==> config.mk <==
export PLATFORM = sky130hd
export DESIGN_NAME = fast_corner_score
export DESIGN_NICKNAME = d
export VERILOG_FILES = /design/src/rtl/fast_pkg.sv /design/src/rtl/fast_arc_detect.sv /design/src/rtl/fast_corner_score.sv
export SDC_FILE = /design/constraint.sdc
export NUM_CORES = 1
export LEC_CHECK = 0
export ABC_CLOCK_PERIOD_IN_PS = 4500
export CAP_MARGIN = 5
export CORE_MARGIN = 2
export CORE_UTILIZATION = 51
export CTS_CLUSTER_DIAMETER = 40
export DETAILED_ROUTE_END_ITERATION = 16
export PLACE_DENSITY_LB_ADDON = 0.08
export SKIP_LAST_GASP = 1
export SYNTH_ARGS = -nofsm -noshare
export SYNTH_HDL_FRONTEND = slang
export SYNTH_HIERARCHICAL = 1
export SYNTH_SLANG_ARGS = --single-unit
==> constraint.sdc <==
create_clock -name clk -period 4.5 [get_ports clk]
set_input_delay 0.9 -clock clk [delete_from_list [all_inputs] [get_ports clk]]
set_output_delay 0.9 -clock clk [all_outputs]
set_load 0.01 [all_outputs]
==> src/rtl/fast_pkg.sv <==
// Shared definitions for the FAST corner scoring block.
//   RING_SIZE       : number of pixels on the Bresenham ring around the centre
//   ARC_LEN_DEFAULT : default minimum contiguous arc length
//   score_width()   : score width able to hold 16 full-scale magnitudes
package fast_pkg;

   localparam int unsigned RING_SIZE       = 16;
   localparam int unsigned ARC_LEN_DEFAULT = 9;

   // Magnitudes are PIXEL_WIDTH+2 bits; summing 16 of them needs 4 more bits.
   function automatic int unsigned score_width(input int unsigned pixel_width);
      return pixel_width + 6;
   endfunction

endpackage

==> src/rtl/fast_arc_detect.sv <==
// Combinational circular arc detector.
//   mask_i : one bit per ring pixel (bit 15 is adjacent to bit 0)
//   hit_o  : 1 when at least ARC_LEN contiguous set bits exist, wrapping around
module fast_arc_detect
   import fast_pkg::*;
#(
   parameter int unsigned ARC_LEN = ARC_LEN_DEFAULT
) (
   input  logic [RING_SIZE-1:0] mask_i,
   output logic                 hit_o
);

   logic [RING_SIZE-1:0] arc;
   logic [3:0]           idx;

   // arc[s] is set when the ARC_LEN pixels starting at s are all set.
   // The 4-bit index wraps modulo the ring size on its own.
   always_comb begin
      arc = '1;
      idx = '0;
      for (int unsigned s = 0; s < RING_SIZE; s++) begin
         for (int unsigned k = 0; k < ARC_LEN; k++) begin
            idx    = 4'(s + k);
            arc[s] = arc[s] & mask_i[idx];
         end
      end
      hit_o = |arc;
   end

endmodule

==> src/rtl/fast_corner_score.sv <==
// FAST corner decision and score, 4-stage pipeline, one candidate per ce cycle.
//   clk, rst        : clock, synchronous active-high reset (dominates ce)
//   ce              : clock enable for every register, valid pipe included
//   in_valid        : candidate valid, aligned with the masks and magnitudes
//   bright, dark    : per ring pixel brighter / darker than the threshold band
//   o0b..o15b       : bright magnitudes per ring pixel (unsigned)
//   o0d..o15d       : dark magnitudes per ring pixel (unsigned)
//   out_valid       : in_valid delayed by 4 enabled cycles
//   is_corner       : bright or dark arc found
//   corner_polarity : 1 = bright arc chosen, 0 = dark arc chosen
//   score           : sum of gated magnitudes of the chosen polarity, 0 when no corner
module fast_corner_score
   import fast_pkg::*;
#(
   parameter int unsigned PIXEL_WIDTH = 8,
   parameter int unsigned ARC_LEN     = ARC_LEN_DEFAULT,
   parameter int unsigned SCORE_W     = score_width(PIXEL_WIDTH)
) (
   input  logic                   clk,
   input  logic                   rst,
   input  logic                   ce,
   input  logic                   in_valid,
   input  logic [15:0]            bright,
   input  logic [15:0]            dark,
   input  logic [PIXEL_WIDTH+1:0] o0b,  o1b,  o2b,  o3b,  o4b,  o5b,  o6b,  o7b,
   input  logic [PIXEL_WIDTH+1:0] o8b,  o9b,  o10b, o11b, o12b, o13b, o14b, o15b,
   input  logic [PIXEL_WIDTH+1:0] o0d,  o1d,  o2d,  o3d,  o4d,  o5d,  o6d,  o7d,
   input  logic [PIXEL_WIDTH+1:0] o8d,  o9d,  o10d, o11d, o12d, o13d, o14d, o15d,
   output logic                   out_valid,
   output logic                   is_corner,
   output logic                   corner_polarity,
   output logic [SCORE_W-1:0]     score
);

   localparam int unsigned MW = PIXEL_WIDTH + 2;

   logic [MW-1:0] raw_b [RING_SIZE];
   logic [MW-1:0] raw_d [RING_SIZE];
   logic [MW-1:0] gb    [RING_SIZE];
   logic [MW-1:0] gd    [RING_SIZE];

   logic [MW:0]   s1b_d [8];
   logic [MW:0]   s1d_d [8];
   logic [MW:0]   s1b_q [8];
   logic [MW:0]   s1d_q [8];
   logic [MW+1:0] s2b_d [4];
   logic [MW+1:0] s2d_d [4];
   logic [MW+1:0] s2b_q [4];
   logic [MW+1:0] s2d_q [4];
   logic [MW+2:0] s3b_d [2];
   logic [MW+2:0] s3d_d [2];
   logic [MW+2:0] s3b_q [2];
   logic [MW+2:0] s3d_q [2];

   logic          hit_b, hit_d;
   logic          hb1_q, hd1_q, hb2_q, hd2_q, hb3_q, hd3_q;
   logic [2:0]    vld_q;

   logic [SCORE_W-1:0] sum_b, sum_d, score_d, score_q;
   logic               corner_d, corner_q, pol_d, pol_q, valid_q;

   assign raw_b = '{o0b, o1b, o2b, o3b, o4b, o5b, o6b, o7b,
                    o8b, o9b, o10b, o11b, o12b, o13b, o14b, o15b};
   assign raw_d = '{o0d, o1d, o2d, o3d, o4d, o5d, o6d, o7d,
                    o8d, o9d, o10d, o11d, o12d, o13d, o14d, o15d};

   fast_arc_detect #(.ARC_LEN(ARC_LEN)) u_arc_b (.mask_i(bright), .hit_o(hit_b));
   fast_arc_detect #(.ARC_LEN(ARC_LEN)) u_arc_d (.mask_i(dark),   .hit_o(hit_d));

   // Magnitudes only count where the matching mask bit is set.
   for (genvar i = 0; i < RING_SIZE; i++) begin : g_gate
      assign gb[i] = bright[i] ? raw_b[i] : '0;
      assign gd[i] = dark[i]   ? raw_d[i] : '0;
   end

   // Adder tree: every level widens by one bit, so no level can overflow.
   for (genvar j = 0; j < 8; j++) begin : g_lvl1
      assign s1b_d[j] = {1'b0, gb[2*j]} + {1'b0, gb[2*j+1]};
      assign s1d_d[j] = {1'b0, gd[2*j]} + {1'b0, gd[2*j+1]};
   end
   for (genvar j = 0; j < 4; j++) begin : g_lvl2
      assign s2b_d[j] = {1'b0, s1b_q[2*j]} + {1'b0, s1b_q[2*j+1]};
      assign s2d_d[j] = {1'b0, s1d_q[2*j]} + {1'b0, s1d_q[2*j+1]};
   end
   for (genvar j = 0; j < 2; j++) begin : g_lvl3
      assign s3b_d[j] = {1'b0, s2b_q[2*j]} + {1'b0, s2b_q[2*j+1]};
      assign s3d_d[j] = {1'b0, s2d_q[2*j]} + {1'b0, s2d_q[2*j+1]};
   end

   // Final selection: bright wins ties when both arcs hit.
   always_comb begin
      sum_b    = SCORE_W'(s3b_q[0]) + SCORE_W'(s3b_q[1]);
      sum_d    = SCORE_W'(s3d_q[0]) + SCORE_W'(s3d_q[1]);
      corner_d = hb3_q | hd3_q;
      pol_d    = 1'b0;
      score_d  = '0;
      if (hb3_q && hd3_q) begin
         pol_d   = (sum_b >= sum_d);
         score_d = pol_d ? sum_b : sum_d;
      end else if (hb3_q) begin
         pol_d   = 1'b1;
         score_d = sum_b;
      end else if (hd3_q) begin
         score_d = sum_d;
      end
   end

   always_ff @(posedge clk) begin
      if (rst) begin
         for (int unsigned j = 0; j < 8; j++) begin
            s1b_q[j] <= '0;
            s1d_q[j] <= '0;
         end
         for (int unsigned j = 0; j < 4; j++) begin
            s2b_q[j] <= '0;
            s2d_q[j] <= '0;
         end
         for (int unsigned j = 0; j < 2; j++) begin
            s3b_q[j] <= '0;
            s3d_q[j] <= '0;
         end
         {hb1_q, hd1_q, hb2_q, hd2_q, hb3_q, hd3_q} <= '0;
         vld_q    <= '0;
         valid_q  <= 1'b0;
         corner_q <= 1'b0;
         pol_q    <= 1'b0;
         score_q  <= '0;
      end else if (ce) begin
         s1b_q    <= s1b_d;
         s1d_q    <= s1d_d;
         s2b_q    <= s2b_d;
         s2d_q    <= s2d_d;
         s3b_q    <= s3b_d;
         s3d_q    <= s3d_d;
         hb1_q    <= hit_b;
         hd1_q    <= hit_d;
         hb2_q    <= hb1_q;
         hd2_q    <= hd1_q;
         hb3_q    <= hb2_q;
         hd3_q    <= hd2_q;
         vld_q    <= {vld_q[1:0], in_valid};
         valid_q  <= vld_q[2];
         corner_q <= corner_d;
         pol_q    <= pol_d;
         score_q  <= score_d;
      end
   end

   assign out_valid       = valid_q;
   assign is_corner       = corner_q;
   assign corner_polarity = pol_q;
   assign score           = score_q;

endmodule

Word level (Yosys, flattened, before mapping) --
Cells that the tools add are included. Widths: inputs -> output; s select.
Word-level totals: bits in registers 350, input port bits 356, output and inout bits 17, word-level logic and storage cells 368
Operators by class: add/subtract/negate cells 30, magnitude comparators 1, multiplexer cells 38, bitwise gates (word level) 257, reductions and logical operators 3
Operators with widths (number):
- $mux 10 | 32
- $and 1x1->1 | 256
- $add 10x10->11 | 16
- $add 11x11->12 | 8
- $mux 14 | 4
- $add 12x12->13 | 4
- $reduce_or 16->1 | 2
- $add 13x13->14 | 2
- $ge 14x14->1 | 1
- $mux 1 | 2
- $logic_and 1x1->1 | 1
- $or 1x1->1 | 1

Longest topological paths before layout --
depth in word-level cells 9, mapped depth 23, mapped depth without buffers 22

Cells and area by module --
The synthesis kept the hierarchy.
Modules (own cells, without submodules):
- fast_corner_score | times used 1, cells an instance 3229, area each 25848.5 µm², seq. area each 7006.7 µm²
- fast_arc_detect | times used 2, cells an instance 23, area each 132.6 µm², seq. area each 0.0 µm²

Worst setup path before layout --
OpenSTA, ideal clock, no wires.
path type register -> register, start point register s3d_q[1] in the netlist's numbering, end point register score_q[8] (netlist: score[8]), library setup time 0.122 ns, data arrival time 4.590 ns, required time 4.378 ns, slack -0.212 ns, stages on the path, launching flop included 23, buffers on the path 0, period minus slack after synthesis 4.712 ns, cells stage by stage dfxtp_1 > ha_1 > a21o_1 > a21o_1 > a21oi_1 > o21ai_0 > a21oi_1 > o21bai_1 > a2111oi_0 > or3_1 > xnor2_1 > inv_1 > ha_1 > and3_1 > and3_1 > a221o_1 > a41o_1 > o31ai_1 > o211ai_1 > and4_4 > o211ai_4 > and3b_1 > a221o_1
On the way: word-level cells in the longest chain between the ends 4, elaborated cells on any way between the ends 6, those cells by class 1 x add/sub; 1 x order compare; 4 x mux
Ends and longest elaborated chain:
- start, declared | RTL line fast_corner_score.sv:53 | logic [MW+2:0] s3d_q [2];
- start signal, assigned by index | RTL line fast_corner_score.sv:120 | s3d_q[j] <= '0;
- start signal, assigned | RTL line fast_corner_score.sv:134 | s3d_q <= s3d_d;
- $add 13x13->14 * | RTL line fast_corner_score.sv:93 | sum_d = SCORE_W'(s3d_q[0]) + SCORE_W'(s3d_q[1]);
- $ge 14x14->1 / $mux 14 (equally long branches) | RTL line fast_corner_score.sv:98, fast_corner_score.sv:103
- $mux 14, on equally long branches | RTL line fast_corner_score.sv:99, fast_corner_score.sv:100
- $mux 14 * | RTL line fast_corner_score.sv:97 | if (hb3_q && hd3_q) begin
- end signal, assigned | RTL line fast_corner_score.sv:145 | score_q <= score_d;
- end, declared | RTL line fast_corner_score.sv:59 | logic [SCORE_W-1:0] sum_b, sum_d, score_d, score_q;
Every way passes the cells marked *; elsewhere a longest branch is shown, timed or not. A chain may end at the register's enable or synchronous reset.

Worst setup path after layout --
start point register s3d_q[14] in the netlist's numbering, end point register score_q[8] (netlist: score[8])
The elaborated chain is that of the path after synthesis.

==> impl_results.md <==
- Status: finished, violations left
- Failing checks: negative setup slack
- Final Core Density: 65.35%
- Core Rows: 82
- Pre-CTS WS: -0.3717 ns
- P&R area growth vs syn: 26.07%
- Crit path launch type: flip-flop
- Slew @ Worst Pin: about 1.0 ns
- Setup Skew: roughly 0.022 ns
- Seq cells post-synth: 350
- H-Tree Depth: 2
- Max-slew headroom: 31.92%
- Max clock buf depth: 3
- Latest clock arrival within the worst-skew pair: between 0.6 and 0.7 ns
- Port bufs: approximately 370
- # diodes: 0
- Initial antenna violation count: 1
- Critical Path, Cell by Cell: ha_4 > a21o_1 > a21o_1 > a21oi_2 > o21ai_2 > a21oi_2 > o21bai_2 > a2111oi_4 > or3_4 > xnor2_4 > inv_2 > ha_4 > and3_4 > and3_4 > a221o_1 > a41o_1 > a32oi_2 > o211ai_1 > and4_4 > o211ai_4 > and3b_1 > a221o_1
- Unrepaired setup endpoints after global routing: true
- Routed wire length: roughly 68000 um
- Worst setup margin: -0.08266 ns
- Placed Area: slightly above 30000 um^2
- Routed Antenna Nets: 0
- Total track usage: approximately a quarter
- Grt ovf: 0
- Reg clk slew, reported paths: ~0.060 ns
- DP HPWL: between 50000 and 60000 um
- Hold WS: 0.4602 ns
- Core Box Area: about 50000 um^2
- Critical path class: flip-flop to flip-flop
- Initial Util: slightly above 50%
- Max FO, Critical Path: 4
- Non-filler cells in the finished layout: 4384
- Syn. warnings: 6
- Final Hold Fails: 0
- First-pass GRT wire length: around 110000 um
- Vias in the first global route: about 23000
- Primary FF master, synth: dfxtp_1
- Most common cell in the netlist: nor2_1
- Reg2Reg Setup Slack: -0.08 ns
- Post-synthesis compound-gate area fraction: between 20% and 30%
- Die width: between 200 and 250 um
- Drt drc: 0
- Critical Path Start: s3d_q[14]
- Worst endpoint required time: 4.99 ns
- DR iter-0 viols: approximately 1100
- Fmax: about 220 MHz
- Number of top-level pins: 373
- Largest net degree at the start of global routing: between 100 and 150
- Leak pwr: around 14 nW
- Power Density: around 310 nW/um^2
- EDFF count, synth: 0
- Worst VDD drop: 0.3106 mV
- Commonest cells post-synth: 433 x nor2_1, 350 x dfxtp_1, 334 x ha_1
- Root Driver: clkbuf_16
- Final #Nets: ~4400
- DR WL/cell: around 16 um
- Multi-input combinational cell area: ~18000 um^2
- Post-route clock period utilization: 101.8%
- Slowest stage cell, crit path: dfxtp_2
- Num CTS Buffers: 55
- Post-Syn Area: 26110 um^2
- Async S/R FF share, synth: 0%
- Slew Limit Fails: 0
- CTS Sinks: 350
- FF-to-FF Start: s3d_q[14]
- Worst reg2reg endpoint: score[8]
- Min-delay worst type: flip-flop to flip-flop
- Die Ht: between 200 and 250 um
- R2R cell count: 22
- Fin Setup TNS: -0.1469 ns
- CTS tree: yes
- Share of the synthesized area in the top cell type: between 20% and 30%
- Synth area leaders: dfxtp_1 27%, ha_1 16%, and2_1 6.9%, nor2_1 6.2%, a21oi_1 5.2%
- Post-synthesis mux area share: under 10%
- Post-Syn Instances: about 3300
- Register area: approximately 7000 um^2
- Final number of setup-violating endpoints: 3
- Die area: between 50000 and 60000 um^2
- Final Cell Area: about 33000 um^2
- Crit path arrival time: roughly 5.1 ns
- XOR/XNOR share of the synthesized area: about 4.9%
- FILL cells: approximately 4300
- Drt via density: around 5.4
- Total number of vias: approximately 24000
- Layout cell share with drive strength beyond 1: approximately 5.7%
- Endpoint type of the worst setup path: flip-flop
- Synth Area in Adders: a little under a fifth
- Critical Path Sink: score[8]
- Combinational family with the most area after synthesis: simple AND/OR/NAND/NOR gates
- Post-layout min period: around 4.6 ns
- Slowest cell delay on critical path: 0.34 ns
- Hold Buf Count CTS: 0
- Sequential area share after synthesis: 26.83%
- Final total power: 10.17 mW
- Avg Inst Size Synth: ~8 um^2
- Routability cong.: slightly below 0.9
- Synth area leader: dfxtp_1
- Max-Cap Viols: 0
- Synth cell types: slightly above 60
- Syn_nets: 3995
- Total placed cells including tap cells: around 4300
- Post-Synth Simple-Gate Area: 21.36%
- First drt pass iteration count: 5
==> flip-flops by register name (all words and copies together), names as in the netlist, 3 cells and up <==
name and flops:
score 14, s3b_q 26, s1b_q 88, s3d_q 26, s1d_q 88, vld_q 3
s2d_q 48, s2b_q 48
==> worst min path at each step <==
stage / end / cells after the start / startpoint
finish: s3b_q[24] / 2 / s3b_q[24]
global route: s2d_q[33] / 2 / s2d_q[33]
CTS: s1b_q[20] / 2 / s1b_q[20]
detailed placement: s1b_q[20] / 2 / s1b_q[20]
global placement: s1d_q[64] / 2 / s1d_q[64]
floorplan: s1b_q[20] / 2 / s1b_q[20]
==> where the power goes <==
group	switching, mW	internal [mW]	total [mW]	leakage [nW]
logic	1.18	1.19	2.37	10.5
registers	0.154	3.32	3.48	2.87
clock network	1.69	2.63	4.33	0.915
total	3.03	7.14	10.2	14.3
==> kinds of logic after synthesis <==
group | after synthesis
compound gates | 832
fa+ha+maj | 364
xor+xnor | 147
simple gates | 1113
buf+inv | 395
mux | 74
flops | 350
==> cell usage in the layout (no fill, tap or decap), types with 55 or more instances in the layout <==
| cell type | count |
|---|---|
| inv_1 | 284 |
| nor3b_1 | 72 |
| clkbuf_16 | 55 |
| nor2_1 | 430 |
| dfxtp_1 | 348 |
| nand2_1 | 138 |
| clkdlybuf4s50_1 | 370 |
| buf_4 | 64 |
| o21ai_0 | 184 |
| a21oi_1 | 265 |
| a21boi_0 | 62 |
| ha_1 | 331 |
| mux2i_1 | 74 |
| xnor2_1 | 118 |
| and2_1 | 288 |
| nor2b_1 | 58 |
==> area by class of cell <==
class	count	area share, %
Multi-Input combinational cell	2530	54.02
Sequential cell	350	21.29
Timing Repair Buffer	442	13.09
Clock buffer	61	4.310
Inverter	287	3.295
Tap cell	672	2.554
Clock inverter	42	1.444
==> per-layer routing <==
| metal | global-route usage (%) | routed length, um |
|---|---|---|
| met1 | 34.70 | 33090 |
| met2 | 42.82 | 31510 |
| met3 | 2.852 | 2839 |
| met4 | 6.069 | 1037 |
| met5 | 0 | 0 |
==> critical path, delay by kind of cell (launching register included) <==
kind / cells / cell delay, ns
AOI/OAI and AO/OA: 13 / 2.57
and+or+nand+nor: 5 / 0.96
xor gates and xnor gates: 1 / 0.13
adders and majority gates: 2 / 0.44
buffers and inverters: 1 / 0.06
DFF: 1 / 0.34
==> timing repair <==
item / 4_1_cts / 5_1_grt
setup endpoints to repair: 15 / 15
setup buffers: 4 / 2
resized for setup: 14 / 13
pin swaps: 20 / 16
Note: power is estimated with default switching activity, not from simulation.
